<file path="src/rtl/instr_sequencer.sv">
// instr_sequencer: fetches and decodes 16-bit instructions, then starts one operation FSM
// at a time and waits for its completion, which serialises all register-bus activity.
module instr_sequencer #(
    parameter int PC_W    = 8,
    parameter int TIMEOUT = 63
) (
    input  logic            clk,
    input  logic            reset,
    input  logic            run,
    input  logic [15:0]     instr,
    output logic [PC_W-1:0] pc,
    output logic [5:0]      Ri,
    output logic [5:0]      Rj,
    output logic            start_move,
    output logic            start_load,
    output logic            start_add,
    output logic            start_sub,
    input  logic            done_move,
    input  logic            done_load,
    input  logic            done_add,
    input  logic            done_sub,
    output logic            busy,
    output logic            halted,
    output logic            error
);
    typedef enum logic [2:0] {IDLE, FETCH, DECODE, ISSUE, WAIT, HALT, ERR} state_t;
    localparam logic [7:0] LAST = 8'(TIMEOUT - 1);
    state_t          r_state;
    logic [PC_W-1:0] r_pc;
    logic [15:0]     r_ir;
    logic [5:0]      r_ri;
    logic [5:0]      r_rj;
    logic [7:0]      r_cnt;
    logic [3:0]      r_start;
    logic            r_busy;
    logic            r_halted;
    logic            r_error;
    logic [3:0]      w_done_vec;
    logic            w_done;
    assign w_done_vec = {done_sub, done_add, done_load, done_move};
    // Only the completion line of the issued operation is listened to.
    assign w_done     = w_done_vec[r_ir[13:12]];
    assign pc         = r_pc;
    assign Ri         = r_ri;
    assign Rj         = r_rj;
    assign start_move = r_start[0];
    assign start_load = r_start[1];
    assign start_add  = r_start[2];
    assign start_sub  = r_start[3];
    assign busy       = r_busy;
    assign halted     = r_halted;
    assign error      = r_error;
    always_ff @(posedge clk or posedge reset) begin
        if (reset) begin
            r_state  <= IDLE;
            r_pc     <= '0;
            r_ir     <= '0;
            r_ri     <= '0;
            r_rj     <= '0;
            r_cnt    <= '0;
            r_start  <= '0;
            r_busy   <= 1'b0;
            r_halted <= 1'b0;
            r_error  <= 1'b0;
        end else begin
            r_start <= '0;
            case (r_state)
                IDLE: if (run) begin
                    r_state <= FETCH;
                    r_busy  <= 1'b1;
                end
                FETCH: begin
                    r_ir    <= instr;
                    r_state <= DECODE;
                end
                DECODE: begin
                    r_ri  <= r_ir[11:6];
                    r_rj  <= r_ir[5:0];
                    r_cnt <= '0;
                    if (r_ir[15:14] == 2'b00) begin
                        r_state <= ISSUE;
                        r_start <= 4'b0001 << r_ir[13:12];
                    end else if (&r_ir[15:12]) begin
                        r_state  <= HALT;
                        r_busy   <= 1'b0;
                        r_halted <= 1'b1;
                    end else begin
                        r_state  <= ERR;
                        r_busy   <= 1'b0;
                        r_halted <= 1'b1;
                        r_error  <= 1'b1;
                    end
                end
                ISSUE: r_state <= WAIT;
                WAIT: begin
                    r_cnt <= r_cnt + 8'd1;
                    // Completion takes priority over a timeout landing in the same cycle.
                    if (w_done) begin
                        r_pc    <= r_pc + PC_W'(1);
                        r_state <= run ? FETCH : IDLE;
                        r_busy  <= run;
                    end else if (r_cnt == LAST) begin
                        r_state  <= ERR;
                        r_busy   <= 1'b0;
                        r_halted <= 1'b1;
                        r_error  <= 1'b1;
                    end
                end
                default: ;
            endcase
        end
    end
endmodule
</file>
<file path="config.mk">
export PLATFORM = sky130hd
export DESIGN_NAME = instr_sequencer
export DESIGN_NICKNAME = d
export VERILOG_FILES = /design/src/rtl/instr_sequencer.sv
export SDC_FILE = /design/constraint.sdc
export NUM_CORES = 1
export LEC_CHECK = 0
export BUFFER_PORTS_ARGS = -buffer_cell sky130_fd_sc_hd__buf_2
export CAP_MARGIN = 20
export CORE_MARGIN = 4
export CORE_UTILIZATION = 50
export CTS_CLUSTER_SIZE = 28
export DETAILED_ROUTE_END_ITERATION = 6
export GPL_TIMING_DRIVEN = 0
export PLACE_DENSITY = 0.74
export SYNTH_ARGS = -nofsm -noshare
export SYNTH_HDL_FRONTEND = slang
export SYNTH_SLANG_ARGS = --single-unit
export TNS_END_PERCENT = 50
</file>
<file path="constraint.sdc">
create_clock -name clk -period 4.15 [get_ports clk]
set_clock_uncertainty 0.05 [all_clocks]
set_input_delay 0.83 -clock clk [delete_from_list [all_inputs] [get_ports clk]]
set_output_delay 0.83 -clock clk [all_outputs]
set_load 0.1 [all_outputs]
</file>
==> impl_results.md, run 1 <==
* Mapped Nets at 234
* Nets at 291
* Hold Crit Endpoint: Rj[5]
* Ant diodes at 0
* Port Buffer Count at 49
* Number of core rows at 24
* Layout cells sized above 1 at 33.2%
* Global route overflow at 0
* RePlAce Congestion at 0.732
* Top routing layer in use: met4
* Initial core utilization at 52.6%
* Sequential fraction of the synthesis area at 58.2%
* Worst vdd ir at 0.219 mV
* Slew Limit Fails at 0
* Gr usage total at 15.8%
* Yosys warns at 0
* Drt pass-1 iters at 4
* CTS Buf Count at 5
* Cells after synthesis at 208
* Critical path's top delay family: buffers and inverters
* Fillers at 395
* WL met3 at 262 µm
* Crit-path max cell delay at 0.45 ns
* Final worst setup slack at 2.09 ns
* Multi-input gate area at 898 µm²
* EDFF count, synth at 0
* Worst reg2reg endpoint: pc[1]
* Internal Power at 654 µW
* Worst Path Max Fanout at 5
* Avg Cell Area, Syn at 11.2 µm²
* Antenna violations before repair at 0
* Core ar. at 0.00441 mm²
* CP Class: register to output pin
* Clk sinks at 54
* Power share of the clock group at 33.1%
* Synth area leader: dfrtp_1
* Crit. End Element: output pin
* Setup tns final at 0 ns
* Metal2 WL at 2020 µm
* Routed Antenna Nets at 0
* Setup slack, reg-to-reg at 2.29 ns
* Hpwl dp at 3090 µm
* Top-count cell post-synth: dfrtp_1
* Reg2reg start: r_state[1]
* Levels on crit path at 1
* Hold Crit Start: r_ir[5]
* Relative slew slack at 61.4%
* RSZ-0062 raised after global routing: false
* Post-DP Area at 0.00265 mm²
* Leakage at 1.44 nW
* Worst-Margin Slew at 0.578 ns
* Clk pin slew, worst setup/hold paths at 0.09 ns
* Final wirelength at 4230 µm
* Reg power frac at 62.9%
* Final instance area at 0.00273 mm²
* Ports at 50
* Power Density at 307 mW/mm²
* H-tree depth at 2
* Detailed-route via count at 1633
* Fin. Hold Viols at 0
* Reg area at 0.00135 mm²
* Final setup viols at 0
* Final min period at 2.06 ns
* Largest net degree at the start of global routing at 29
* Gate power share at 4.0%
* Synth top area share at 58.2%
* Most common flop cell mapped by yosys: dfrtp_1
* Number of max-cap violations at 0
* Die area at 0.00580 mm²
* #FFs+latches synth at 54
* # DRC at 0
* Root Buffer: clkbuf_8
* Hold Path Class: register to register
* Met1 WL at 1890 µm
* DRT iter0 DRCs at 82
* WL/cell at 13.3 µm
* Slowest-stage cell, CP: buf_2
* Req. time, crit path at 3.27 ns
* Critical Path Start: pc[3]
* Die Ht at 76.1 µm
* Layout area overhead at 17.7%
* Commonest cells in the netlist: 54 x dfrtp_1, 49 x nand2_1, 16 x mux2_2
* Vias in the first global route at 1609
* Dpl ws at 1.90 ns
* First-pass GRT wire length at 7450 µm
* Sw Share at 22.0%
* Ys async rst share at 100%
* Hold Path Depth at 2
* Crit-path cells: buf_2
* Startpoint class of the critical path: register
* R2r worst-path depth at 5
* Unique masters post-synth at 38
* Worst skew pair latency at 0.30 ns
* Setup bufs post-CTS at 0
* Post-CTS resize count at 0
* Net Sw Power at 184 µW
* Clk buf depth at 2
* Critical path data arrival time at 1.18 ns
* Buffer and inverter count on the worst path at 1
* Synth Cell Area at 0.00232 mm²
* Synth area leaders: dfrtp_1 58%, nand2_1 7.9%, mux2_2 7.8%
* Hold-fix buffers at CTS at 0
* Fin crit share at 49.6%
* Die Wd at 76.1 µm
* Outcome: finished clean
* CTS tree: yes
* Via density at 5.15
* Fmax achieved at 0.486 GHz
## metal layers
metal	global-route usage [%]	up-vias
met1	20.4	769
met2	24.9	40
met3	5.08	4
met4	5.77	0
met5	0	-
li1	-	820
## metrics by stage
step | total power [mW] | cells | utilization (%) | hold WS [ns]
after floorplan | 0.555 | 208 | - | 0.385
after global placement | 0.570 | 309 | 59.6 | 0.390
after detailed placement | 0.572 | 310 | 60.1 | 0.397
after CTS | 0.846 | 317 | 61.9 | 0.421
after global routing | 0.873 | 317 | 61.9 | 0.430
final | 0.838 | 317 | 61.9 | 0.418
## how the worst max path moves through the flow
stage / to / slack (ns)
4_1_cts: pc[3] / 2.08
5_1_grt: pc[2] / 2.04
2_1_floorplan: Ri[0] / 1.96
3_3_place_gp: Rj[5] / 1.28
6_report: pc[3] / 2.09
3_5_place_dp: pc[1] / 1.90
## layout make-up
type / instances / share of cell area, %
plain buffers: 9 / 2.06
well taps: 52 / 2.38
repair buffers: 50 / 9.71
inverters: 4 / 0.550
clock buffers: 6 / 2.66
clock inverters: 1 / 0.275
flip-flops and latches: 54 / 49.5
multi-input cells: 141 / 32.9
## power by group through the flow
stage / Combinational [mW] / Clock [mW] / Sequential (mW)
global placement: 0.0319 / 0 / 0.538
global route: 0.0377 / 0.307 / 0.528
detailed placement: 0.0346 / 0 / 0.538
finish: 0.0332 / 0.278 / 0.527
floorplan: 0.00991 / 0 / 0.545
CTS: 0.0346 / 0.284 / 0.527
## flip-flops by register name, indices dropped and copies added (netlist names)
register	flops
Ri	6
Rj	6
busy	1
error	1
halted	1
pc	8
r_cnt	8
r_ir	16
r_start	4
r_state	3
## logic make-up (layout without fill, tap and decap cells)
group / after synthesis / in the layout / synth area share (%)
AO/OA/AOI/OAI: 22 / 22 / 5.71
XOR/XNOR: 8 / 8 / 3.02
adder cells (fa/ha/maj): 3 / 3 / 1.62
buffers and inverters: 13 / 70 / 3.07
flip-flops: 54 / 54 / 58.2
multiplexers: 19 / 19 / 9.81
AND/OR/NAND/NOR: 89 / 89 / 18.5
## worst min-delay path: stages, from the launching register on
cell and delay, ns:
dfrtp_1 0.35, nand2_1 0.05, nand2_1 0.04
## placed cells by master (no fill, tap or decap), types with 2 or more instances in the layout
cell type,n
a21oi_1,3
and2_1,2
and3_1,2
buf_2,52
buf_6,2
clkbuf_1,4
clkbuf_8,5
dfrtp_1,54
ha_1,3
inv_1,3
mux2_2,16
nand2_1,49
nand3_1,6
nand4_1,7
nor2_1,9
nor3_1,2
nor3b_1,2
nor3b_2,3
o211ai_1,2
o21ai_0,11
xnor2_1,6
xor2_1,2
No activity file was read; power rests on OpenSTA's default activity.
==> run 2: changes to the inputs <==
Settings changed: ABC_AREA set to 1.
Clock period 4.15 ns to 1.9 ns, I/O delays scaled along.
==> run 2 against run 1 <==
Effect of this change:
- sequential cell count did not move
- global-route usage rose by 2.1 points
- routed wire length rose by 16%
- critical path type unchanged
- highest routed layer unchanged
==> impl_results.md, run 2 <==
* Largest Register: r_ir
* Gr usage total at 17.9%
* Drt pass-1 iters at 4
* Crit. End Element: output pin
* DRT iter0 DRCs at 108
* Outcome: finished clean
* Initial core utilization at 52.2%
* Largest net degree at the start of global routing at 43
* Final wirelength at 4880 µm
* Ports at 50
* Number of core rows at 25
* Req. time, crit path at 1.47 ns
* Worst-Margin Slew at 0.493 ns
* Synth top area share at 54.5%
* Hold slack at 0.220 ns
* Hold Path Class: primary input to register
* Antenna violations before repair at 0
* H-tree depth at 2
* Total power at 1.91 mW
* RSZ-0062 raised after global routing: false
* Fin crit share at 85.7%
* Layout area overhead at 18.7%
* Levels on crit path at 1
* Crit path capture: pc[4]
* Fin. Hold Viols at 0
* Critical Path Start: pc[4]
* Critical path's top delay family: buffers and inverters
* Final setup viols at 0
* Reg2reg start: r_state[2]
* Slew Limit Fails at 0
* CP Class: register to output pin
* R2r worst-path depth at 9
* Worst Path Max Fanout at 5
* Commonest non-fill, non-tap cell in the layout: nand2_1
* EDFF count, synth at 0
* Crit-path cells: buf_2
* Most common flop cell mapped by yosys: dfrtp_1
* Slowest-stage cell, CP: buf_2
* Cells after synthesis at 298
* Ys async rst share at 100%
* Core ar. at 0.00475 mm²
* Synth area leaders: dfrtp_1 54%, nand2_1 19%, nor2_1 3.2%
* Die Wd at 78.4 µm
* Die Ht at 78.4 µm
* Via density at 4.76
* CTS tree: yes
* Clk pin slew, worst setup/hold paths at 0.10 ns
* Hpwl dp at 3550 µm
* Ant diodes at 0
* Number of max-cap violations at 0
* Worst skew pair latency at 0.31 ns
* Power Density at 649 mW/mm²
* Max reg flops at 16
* Setup slack, reg-to-reg at 0.38 ns
* Detailed-route via count at 2020
* Synth area leader: dfrtp_1
* Global route overflow at 0
* Routed Antenna Nets at 0
* # DRC at 0
* Synth Cell Area at 0.00248 mm²
* Leakage at 1.60 nW
* Worst reg2reg endpoint: r_state[0]
* Crit-path max cell delay at 0.46 ns
* Vias in the first global route at 1987
* Post-CTS resize count at 0
* Yosys warns at 0
* Avg Cell Area, Syn at 8.33 µm²
* Commonest cells in the netlist: 123 x nand2_1, 54 x dfrtp_1, 21 x nor2_1
* Fmax achieved at 0.614 GHz
* CTS Buf Count at 5
* Most frequent cells in the layout: 123 x nand2_1, 54 x dfrtp_1, 52 x buf_2
* Hold-fix buffers at CTS at 1
* Worst vdd ir at 0.442 mV
* Sequential fraction of the synthesis area at 54.5%
* Setup bufs post-CTS at 0
* Fillers at 451
* Unique masters post-synth at 30
* Port Buffer Count at 49
* Die area at 0.00615 mm²
* Mapped Nets at 324
* Clk sinks at 54
* Critical path data arrival time at 1.20 ns
* Layout cells sized above 1 at 22.7%
* RePlAce Congestion at 0.820
* Root Buffer: clkbuf_8
* Buffer and inverter count on the worst path at 1
* Nets at 382
* WL/cell at 11.5 µm
* Top-count cell post-synth: nand2_1
* Final min period at 1.63 ns
* Relative slew slack at 67.4%
* #FFs+latches synth at 54
* First-pass GRT wire length at 8860 µm
* Clk buf depth at 2
* Startpoint class of the critical path: register
run 2: area by class of cell:
type / count / area (µm²) / area share, %
plain buffers: 7 / 45.0 / 1.53
clock buffers: 7 / 96.3 / 3.27
clock inverters: 1 / 8.76 / 0.297
inverters: 25 / 93.8 / 3.19
multi-input cells: 212 / 991 / 33.6
flip-flops and latches: 54 / 1350 / 45.9
well taps: 67 / 83.8 / 2.85
repair buffers: 51 / 275 / 9.35
run 2: how the worst min path moves through the flow:
stage / from / end / slack [ns] / cells after the start
2_1_floorplan: r_cnt[7] / r_cnt[7] / 0.39 / 1
3_3_place_gp: r_ir[0] / Rj[0] / 0.40 / 2
3_5_place_dp: reset / pc[3] / 0.30 / 2
4_1_cts: instr[10] / r_ir[10] / 0.20 / 3
5_1_grt: instr[0] / r_ir[0] / 0.22 / 3
6_report: instr[10] / r_ir[10] / 0.22 / 3
run 2: kinds of logic (layout without fill, tap and decap cells):
logic type                 count (synthesis)  in the layout  synth area share, %
and+or+nand+nor                          177            177                 30.0
adders and majority gates                  3              3                 1.51
AOI/OAI and AO/OA                         25             25                 5.95
buffers and inverters                     32             91                 5.60
xor gates and xnor gates                   7              7                 2.47
DFF                                       54             54                 54.5
run 2: report_power, final:
| group | internal, mW | leakage, nW | switching [mW] |
|---|---|---|---|
| sequential | 1.15 | 0.640 | 0 |
| clock | 0.335 | 0.0544 | 0.374 |
| combinational | 0.0230 | 0.903 | 0.0320 |
run 2: metal layers:
metal	vias to the layer above	global-route usage [%]	wire length (µm)
met2	33	29.1	2260
li1	1040	-	-
met5	-	0	0
met4	0	5.24	66
met3	7	4.36	198
met1	940	23.8	2360
run 2: metrics by stage:
step                      instance area (µm²)  setup slack, ns  util [%]  std cells  setup TNS, ns
after global routing                     2950            0.226      61.9        424              0
final                                    2950            0.271      61.9        424              0
after global placement                   2810           -0.488      59.1        414         -26.20
after CTS                                2950            0.251      61.9        424              0
after floorplan                          2480           0.0152         -        298              0
after detailed placement                 2830            0.402      59.5        415              0
